## config.mk

```make
export PLATFORM = sky130hd
export DESIGN_NAME = calib_burst_seq_flat
export DESIGN_NICKNAME = d
export VERILOG_FILES = /design/src/rtl/calib_burst_seq_if.sv /design/src/rtl/calib_burst_seq.sv /design/src/flat_wrapper.sv
export SDC_FILE = /design/constraint.sdc
export NUM_CORES = 1
export LEC_CHECK = 0
export ABC_CLOCK_PERIOD_IN_PS = 4650
export BUFFER_PORTS_ARGS = -buffer_cell sky130_fd_sc_hd__buf_2
export CAP_MARGIN = 15
export CORE_MARGIN = 10
export CORE_UTILIZATION = 30
export CTS_CLUSTER_SIZE = 14
export DETAILED_ROUTE_END_ITERATION = 8
export GPL_ROUTABILITY_DRIVEN = 0
export GPL_TIMING_DRIVEN = 0
export HOLD_SLACK_MARGIN = 0.03
export PLACE_DENSITY = 0.43
export SLEW_MARGIN = 15
export SYNTH_ARGS = -nofsm -noshare
export SYNTH_HDL_FRONTEND = slang
export SYNTH_SLANG_ARGS = --single-unit
```

## constraint.sdc

```tcl
create_clock -name CLKCMS -period 4.65 [get_ports CLKCMS]
set_input_delay 0.93 -clock CLKCMS [delete_from_list [all_inputs] [get_ports CLKCMS]]
set_output_delay 0.93 -clock CLKCMS [all_outputs]
set_load 0.03 [all_outputs]
```

## src/rtl/calib_burst_seq_if.sv

```systemverilog
// Request/config bus between the calibration configuration side and calib_burst_seq.
interface calib_burst_seq_if;
    logic        START;
    logic        ABORT;
    logic [1:0]  MODE;
    logic [7:0]  NPULSES;
    logic [15:0] PERIOD;
    logic        WAIT_GTRG;
    logic        CAL_GTRG;
    logic        CCBINJ_REQ;
    logic        CCBPLS_REQ;
    logic        BUSY;
    logic        DONE;
    logic        ERR;
    logic [7:0]  SENT;

    modport master (
        output START, ABORT, MODE, NPULSES, PERIOD, WAIT_GTRG, CAL_GTRG,
        input  CCBINJ_REQ, CCBPLS_REQ, BUSY, DONE, ERR, SENT
    );

    modport slave (
        input  START, ABORT, MODE, NPULSES, PERIOD, WAIT_GTRG, CAL_GTRG,
        output CCBINJ_REQ, CCBPLS_REQ, BUSY, DONE, ERR, SENT
    );
endinterface

```

## src/rtl/calib_burst_seq.sv

```systemverilog
// Calibration burst sequencer: issues a programmed number of spaced inject/pulse
// requests to the calibration trigger path, optionally paced by CAL_GTRG.
module calib_burst_seq #(
    parameter int TMR    = 0,
    parameter int MINGAP = 128
) (
    input  logic             CLKCMS,
    input  logic             RST,
    calib_burst_seq_if.slave bus_if
);

    typedef enum logic [1:0] {
        S_IDLE     = 2'd0,
        S_ISSUE    = 2'd1,
        S_WAIT_TRG = 2'd2,
        S_GAP      = 2'd3
    } fsm_e;

    typedef struct packed {
        logic [1:0]  fsm;
        logic [1:0]  mode;
        logic [7:0]  npulses;
        logic [15:0] eff;
        logic        wait_g;
        logic        alt;
        logic [15:0] gap_cnt;
        logic [11:0] to_cnt;
        logic [7:0]  sent;
        logic        gtrg;
        logic        inj;
        logic        pls;
        logic        busy;
        logic        done;
        logic        err;
    } regs_t;

    localparam int          NCOPY    = (TMR != 0) ? 3 : 1;
    localparam logic [15:0] MINGAP_W = 16'(MINGAP);
    localparam logic [11:0] TO_LOAD  = 12'd4094;

    function automatic regs_t maj3(input regs_t a, input regs_t b, input regs_t c);
        return (a & b) | (a & c) | (b & c);
    endfunction

    function automatic logic [7:0] sat_inc8(input logic [7:0] v);
        return (v == 8'hFF) ? v : v + 8'd1;
    endfunction

    regs_t      st_s;
    regs_t      st_d;
    fsm_e       fsm_s;
    fsm_e       fsm_d;
    logic       trg_s;
    logic       timeout_s;
    logic       last_s;
    logic       start_s;
    logic [1:0] mode_v;
    logic       alt_v;
    logic [7:0] sent_v;
    logic       pls_v;

    for (genvar k = 0; k < NCOPY; k++) begin : g_copy
        regs_t copy_q;

        // State register copy holding FSM, counters, latched config and outputs.
        always_ff @(posedge CLKCMS or posedge RST) begin
            if (RST) begin
                copy_q <= '0;
            end else begin
                copy_q <= st_d;
            end
        end
    end

    if (NCOPY == 3) begin : g_vote
        assign st_s = maj3(g_copy[0].copy_q, g_copy[1].copy_q, g_copy[2].copy_q);
    end else begin : g_single
        assign st_s = g_copy[0].copy_q;
    end

    assign fsm_s     = fsm_e'(st_s.fsm);
    assign trg_s     = bus_if.CAL_GTRG & ~st_s.gtrg;
    assign timeout_s = (st_s.to_cnt == 12'd0) & ~trg_s;
    assign last_s    = (st_s.npulses != 8'd0) & (st_s.sent == st_s.npulses);
    assign start_s   = (fsm_s == S_IDLE) & bus_if.START & ~bus_if.ABORT;

    // Next-state logic; ABORT overrides every transition.
    always_comb begin
        fsm_d = S_IDLE;
        if (bus_if.ABORT) begin
            fsm_d = S_IDLE;
        end else begin
            case (fsm_s)
                S_IDLE: begin
                    fsm_d = bus_if.START ? S_ISSUE : S_IDLE;
                end
                S_ISSUE: begin
                    if (st_s.wait_g) begin
                        fsm_d = S_WAIT_TRG;
                    end else if (last_s) begin
                        fsm_d = S_IDLE;
                    end else begin
                        fsm_d = S_GAP;
                    end
                end
                S_WAIT_TRG: begin
                    if (trg_s || timeout_s) begin
                        fsm_d = last_s ? S_IDLE : S_GAP;
                    end else begin
                        fsm_d = S_WAIT_TRG;
                    end
                end
                S_GAP: begin
                    fsm_d = (st_s.gap_cnt == 16'd0) ? S_ISSUE : S_GAP;
                end
                default: begin
                    fsm_d = S_IDLE;
                end
            endcase
        end
    end

    // Output and datapath next values, computed from the next state so every output is a flop.
    always_comb begin
        st_d      = st_s;
        st_d.fsm  = fsm_d;
        st_d.gtrg = bus_if.CAL_GTRG;
        st_d.inj  = 1'b0;
        st_d.pls  = 1'b0;
        st_d.busy = (fsm_d != S_IDLE);
        st_d.done = (fsm_s != S_IDLE) & (fsm_d == S_IDLE) & ~bus_if.ABORT;
        mode_v    = st_s.mode;
        alt_v     = st_s.alt;
        sent_v    = st_s.sent;
        pls_v     = 1'b0;

        if (start_s) begin
            mode_v       = (bus_if.MODE == 2'd3) ? 2'd0 : bus_if.MODE;
            alt_v        = 1'b0;
            sent_v       = 8'd0;
            st_d.mode    = mode_v;
            st_d.npulses = bus_if.NPULSES;
            st_d.eff     = (bus_if.PERIOD < MINGAP_W) ? MINGAP_W : bus_if.PERIOD;
            st_d.wait_g  = bus_if.WAIT_GTRG;
            st_d.err     = 1'b0;
            st_d.sent    = 8'd0;
        end else begin
            st_d.mode = st_s.mode;
        end

        // alt_v = 1 means the previous request was an inject (only used in alternate mode).
        if (fsm_d == S_ISSUE) begin
            pls_v       = (mode_v == 2'd1) | ((mode_v == 2'd2) & alt_v);
            st_d.pls    = pls_v;
            st_d.inj    = ~pls_v;
            st_d.alt    = ~alt_v;
            st_d.sent   = sat_inc8(sent_v);
            st_d.to_cnt = TO_LOAD;
        end else begin
            st_d.alt = alt_v;
        end

        if ((fsm_d == S_GAP) && (fsm_s != S_GAP)) begin
            st_d.gap_cnt = st_s.eff - 16'd2;
        end else if ((fsm_s == S_GAP) && (st_s.gap_cnt != 16'd0)) begin
            st_d.gap_cnt = st_s.gap_cnt - 16'd1;
        end else begin
            st_d.gap_cnt = st_s.gap_cnt;
        end

        if ((fsm_s == S_WAIT_TRG) && !bus_if.ABORT) begin
            if (timeout_s) begin
                st_d.err = 1'b1;
            end else if (st_s.to_cnt != 12'd0) begin
                st_d.to_cnt = st_s.to_cnt - 12'd1;
            end else begin
                st_d.to_cnt = st_s.to_cnt;
            end
        end else begin
            st_d.gtrg = bus_if.CAL_GTRG;
        end
    end

    assign bus_if.CCBINJ_REQ = st_s.inj;
    assign bus_if.CCBPLS_REQ = st_s.pls;
    assign bus_if.BUSY       = st_s.busy;
    assign bus_if.DONE       = st_s.done;
    assign bus_if.ERR        = st_s.err;
    assign bus_if.SENT       = st_s.sent;

endmodule

```

## src/flat_wrapper.sv

```systemverilog
// flat-port wrapper written by rule: the top's interface ports become plain ports
module calib_burst_seq_flat 
#(
    parameter int TMR    = 0,
    parameter int MINGAP = 128
)
  (CLKCMS, RST, bus_if_START, bus_if_ABORT, bus_if_MODE, bus_if_NPULSES, bus_if_PERIOD, bus_if_WAIT_GTRG, bus_if_CAL_GTRG, bus_if_CCBINJ_REQ, bus_if_CCBPLS_REQ, bus_if_BUSY, bus_if_DONE, bus_if_ERR, bus_if_SENT);
  calib_burst_seq_if bus_if_i ();
  input  logic CLKCMS;
  input  logic RST;
  input wire logic [$bits(bus_if_i.START)-1:0] bus_if_START;
  input wire logic [$bits(bus_if_i.ABORT)-1:0] bus_if_ABORT;
  input wire logic [$bits(bus_if_i.MODE)-1:0] bus_if_MODE;
  input wire logic [$bits(bus_if_i.NPULSES)-1:0] bus_if_NPULSES;
  input wire logic [$bits(bus_if_i.PERIOD)-1:0] bus_if_PERIOD;
  input wire logic [$bits(bus_if_i.WAIT_GTRG)-1:0] bus_if_WAIT_GTRG;
  input wire logic [$bits(bus_if_i.CAL_GTRG)-1:0] bus_if_CAL_GTRG;
  output wire logic [$bits(bus_if_i.CCBINJ_REQ)-1:0] bus_if_CCBINJ_REQ;
  output wire logic [$bits(bus_if_i.CCBPLS_REQ)-1:0] bus_if_CCBPLS_REQ;
  output wire logic [$bits(bus_if_i.BUSY)-1:0] bus_if_BUSY;
  output wire logic [$bits(bus_if_i.DONE)-1:0] bus_if_DONE;
  output wire logic [$bits(bus_if_i.ERR)-1:0] bus_if_ERR;
  output wire logic [$bits(bus_if_i.SENT)-1:0] bus_if_SENT;
  assign bus_if_i.START = bus_if_START;
  assign bus_if_i.ABORT = bus_if_ABORT;
  assign bus_if_i.MODE = bus_if_MODE;
  assign bus_if_i.NPULSES = bus_if_NPULSES;
  assign bus_if_i.PERIOD = bus_if_PERIOD;
  assign bus_if_i.WAIT_GTRG = bus_if_WAIT_GTRG;
  assign bus_if_i.CAL_GTRG = bus_if_CAL_GTRG;
  assign bus_if_CCBINJ_REQ = bus_if_i.CCBINJ_REQ;
  assign bus_if_CCBPLS_REQ = bus_if_i.CCBPLS_REQ;
  assign bus_if_BUSY = bus_if_i.BUSY;
  assign bus_if_DONE = bus_if_i.DONE;
  assign bus_if_ERR = bus_if_i.ERR;
  assign bus_if_SENT = bus_if_i.SENT;
  calib_burst_seq #(.TMR(TMR), .MINGAP(MINGAP)) u_core (.CLKCMS(CLKCMS), .RST(RST), .bus_if(bus_if_i));
endmodule
```

==> reports/qor.txt <==
Cts bufs inserted -> 9
Overall die height -> 135.1 microns
First-pass GRT wire length -> 17190 microns
Total track usage -> 11.76%
Number of flops mapped to enable cells by yosys -> 0
Worst hold endpoint -> u_core.bus_if.ERR
Starting Density -> 30.28%
Post-CTS Setup Inserts -> 0
CP startpoint kind -> primary input
CTS sink cnt -> 72
GR Util met3 -> 3.375%
Clk buf depth -> 2
Post-layout minimum cycle time -> 3.402 ns
CP Cell Sequence -> clkbuf_1, or4b_1, clkbuf_1, and2_1, ha_1, and3_1, and4_1, nand3_1, nand4_4, mux2_4
R2r setup slk -> 1.41 ns
Worst r2r src -> u_core.fsm_s[0]
CTS tree -> built
Leading area contributor after synthesis -> dfrtp_1
RSZ-0062 raised after global routing -> false
Tightest Pin Transition -> 1.055 ns
Clk pin slew, worst setup/hold paths -> 0.06 ns
Min setup slack post-route -> 1.248 ns
Ys flop type -> dfrtp_1
PD cells -> 579.8 nW/um^2
Rows -> 42
Worst R2R End -> u_core.bus_if.SENT[1]
Area Overhead vs Synth -> 18.40%
Pin count of the biggest net entering global routing -> 40
Syn Inst Count -> 438
Mapped Nets -> 475
Met2 Track Usage GR -> 16.68%
Hold depth -> 2
Met1 usage -> 16.22%
CP max stage delay -> 0.62 ns
Top fanout value on the critical path -> 10
Worst min path class -> register to register
Core ar. -> 13140 sq um
Crit-path slowest cell -> or4b_1
Worst Path Required -> 4.87 ns
Min-delay src -> u_core.bus_if.ERR
Root Driver -> clkbuf_16
Post-CTS Resized -> 0
Fin nets -> 530
Average size of a mapped cell -> 9.081 sq um
Initial antenna violation count -> 0
CP arrival -> 3.63 ns
Sequential area share after synthesis -> 45.30%
Post-synthesis cell area -> 3978 sq um
Initial drt markers -> 206
Worst skew pair latency -> 0.34 ns
Register-to-Register Path Depth -> 10
Total number of vias -> 3210
Outcome -> finished, final reports clean
Hold Vio Cnt, Final -> 0
Maximum VDD drop -> 0.0002687 V
Worst setup EP type -> register
Ys Warns -> 0
Die area -> 18260 sq um
Post-Route WL -> 10330 microns
Slew headroom -> 28.65%
Peak Freq -> 0.2939 GHz
Die X -> 135.1 microns
Final Util -> 35.85%
Final setup TNS -> 0 ns
Setup CP Type -> primary input to register
Cts hold-fix bufs -> 0
Netlist cell types -> 52
Antenna-violating nets left -> 0
Synth top area share -> 45.30%
DR vias/cell -> 4.777
Area contributors post-synth -> dfrtp_1, nand2_1, xor2_1
DRC -> 0
Async SR Flop Fraction -> 100.0%
Diode count -> 0
Htree depth -> 3
Tcrit/Tclk final -> 73.17%
I/O Pins -> 45
Pre-CTS setup slack -> 0.8699 ns
Wirelength per Cell -> 15.38 microns
Fin Clk Skew -> 0.007173 ns
Gr ovfl total -> 0
MaxCap Viol Count -> 0
Lkg Pwr -> 2.145 nW
Crit path top cell by count -> clkbuf_1
Synth Register Bits -> 72
Final Slew Violations -> 0
GR peak layer -> met2
Total Power -> 2.731 mW
HPWL after DPL -> 7671 microns
Drt pass-1 iters -> 5
Vias in the first global route -> 3368
Share of cells above drive strength 1 -> 16.33%
Port buffer count -> 43
Final setup vio count -> 0
==> where the power goes <==
group / leakage (nW) / total [mW] / internal, mW / switching (mW)
logic: 1.15 / 0.963 / 0.409 / 0.554
registers: 0.858 / 1.12 / 0.869 / 0.250
clock network: 0.135 / 0.648 / 0.399 / 0.249
==> layout make-up <==
cell class,count,area (sq um)
Tap cell,176,220.2
Inverter,15,58.81
Sequential cell,72,1802
Multi-Input combinational cell,326,1982
Clock buffer,14,274.0
Buffer,25,137.6
Fill cell,1424,8428
Timing Repair Buffer,44,235.2
==> cells in the mapped netlist (2+ instances only) <==
cell      count
ha_1          5
mux2i_1      12
nand3_1      18
xnor2_1      19
buf_2         5
nand4_1       8
a22o_1        5
or4_1         2
buf_4         8
a31oi_1       6
nor4_1       11
nand2b_1      6
inv_1        15
nor4b_1       5
clkbuf_1      9
o21ai_0       7
nor3_1       20
nor2_1       33
a211oi_1      3
nand2_1      86
and3_1        8
buf_1         2
xor2_1       20
and2_1        4
o31ai_1       7
nor2b_1       3
nor3b_1       3
dfrtp_1      72
a21oi_1      13
==> worst max-delay path by stage <==
stage / slack, ns / endpoint / from / cells after the start
after floorplan: 1.36 / u_core.bus_if.SENT[1] / bus_if_ABORT / 10
after global placement: 0.72 / u_core.bus_if.SENT[1] / RST / 2
after detailed placement: 0.87 / u_core.bus_if.SENT[1] / bus_if_ABORT / 10
after CTS: 1.25 / u_core.bus_if.SENT[1] / bus_if_ABORT / 10
after global routing: 1.08 / u_core.bus_if.SENT[2] / bus_if_ABORT / 11
final: 1.25 / u_core.bus_if.SENT[1] / bus_if_ABORT / 10
==> state kept, by name, indices dropped and copies added, names as in the netlist <==
register,count
u_core.bus_if.BUSY,1
u_core.bus_if.CCBINJ_REQ,1
u_core.bus_if.CCBPLS_REQ,1
u_core.bus_if.DONE,1
u_core.bus_if.ERR,1
u_core.bus_if.SENT,8
u_core.fsm_s,2
u_core.g_copy.copy_q,57
==> cell usage in the layout, fill, tap and decap left out, drive strengths merged, types with 4 or more instances in the layout <==
| cell | synthesis | routed |
|---|---|---|
| a211oi | 4 | 4 |
| a22o | 5 | 5 |
| nand2b | 6 | 6 |
| o21ai | 7 | 7 |
| a31oi | 7 | 7 |
| clkbuf | 9 | 23 |
| dfrtp | 72 | 72 |
| buf | 16 | 60 |
| mux2i | 12 | 12 |
| nand3 | 18 | 18 |
| nor4 | 11 | 11 |
| and3 | 8 | 8 |
| xnor2 | 19 | 19 |
| o31ai | 7 | 7 |
| nor4b | 6 | 6 |
| a21oi | 13 | 13 |
| nor2 | 33 | 33 |
| and2 | 4 | 4 |
| nor3 | 21 | 21 |
| ha | 5 | 5 |
| nand4 | 9 | 9 |
| inv | 15 | 15 |
| xor2 | 20 | 20 |
| nand2 | 86 | 86 |
==> logic make-up (layout without fill, tap and decap cells) <==
family / count (synthesis) / in the layout / synth area share [%]
AO/OA/AOI/OAI: 53 / 53 / 9.217
XOR/XNOR: 39 / 39 / 8.588
adder cells (fa/ha/maj): 5 / 5 / 1.573
buffers and inverters: 40 / 98 / 4.876
flip-flops: 72 / 72 / 45.30
multiplexers: 14 / 14 / 3.680
AND/OR/NAND/NOR: 215 / 215 / 26.77
==> critical path: cells and delay by family <==
kind / cells / cell delay [ns]
adder cells (fa/ha/maj): 1 / 0.21
buffers and inverters: 2 / 0.49
multiplexers: 1 / 0.32
AND/OR/NAND/NOR: 6 / 1.69
==> stage by stage <==
step,instances,hold slack (ns),area (sq um)
5_1_grt,672,0.5255,4710
3_3_place_gp,657,0.4712,4413
6_report,672,0.4742,4710
3_5_place_dp,658,0.4737,4436
4_1_cts,672,0.4862,4710
2_1_floorplan,438,0.4539,3978
==> routing by layer <==
layer | routed length, microns | vias to the layer above
li1 | - | 1628
met1 | 5198 | 1522
met2 | 4613 | 56
met3 | 437 | 4
met4 | 83 | 0
met5 | 0 | -
(Power assumes the default switching activity.)
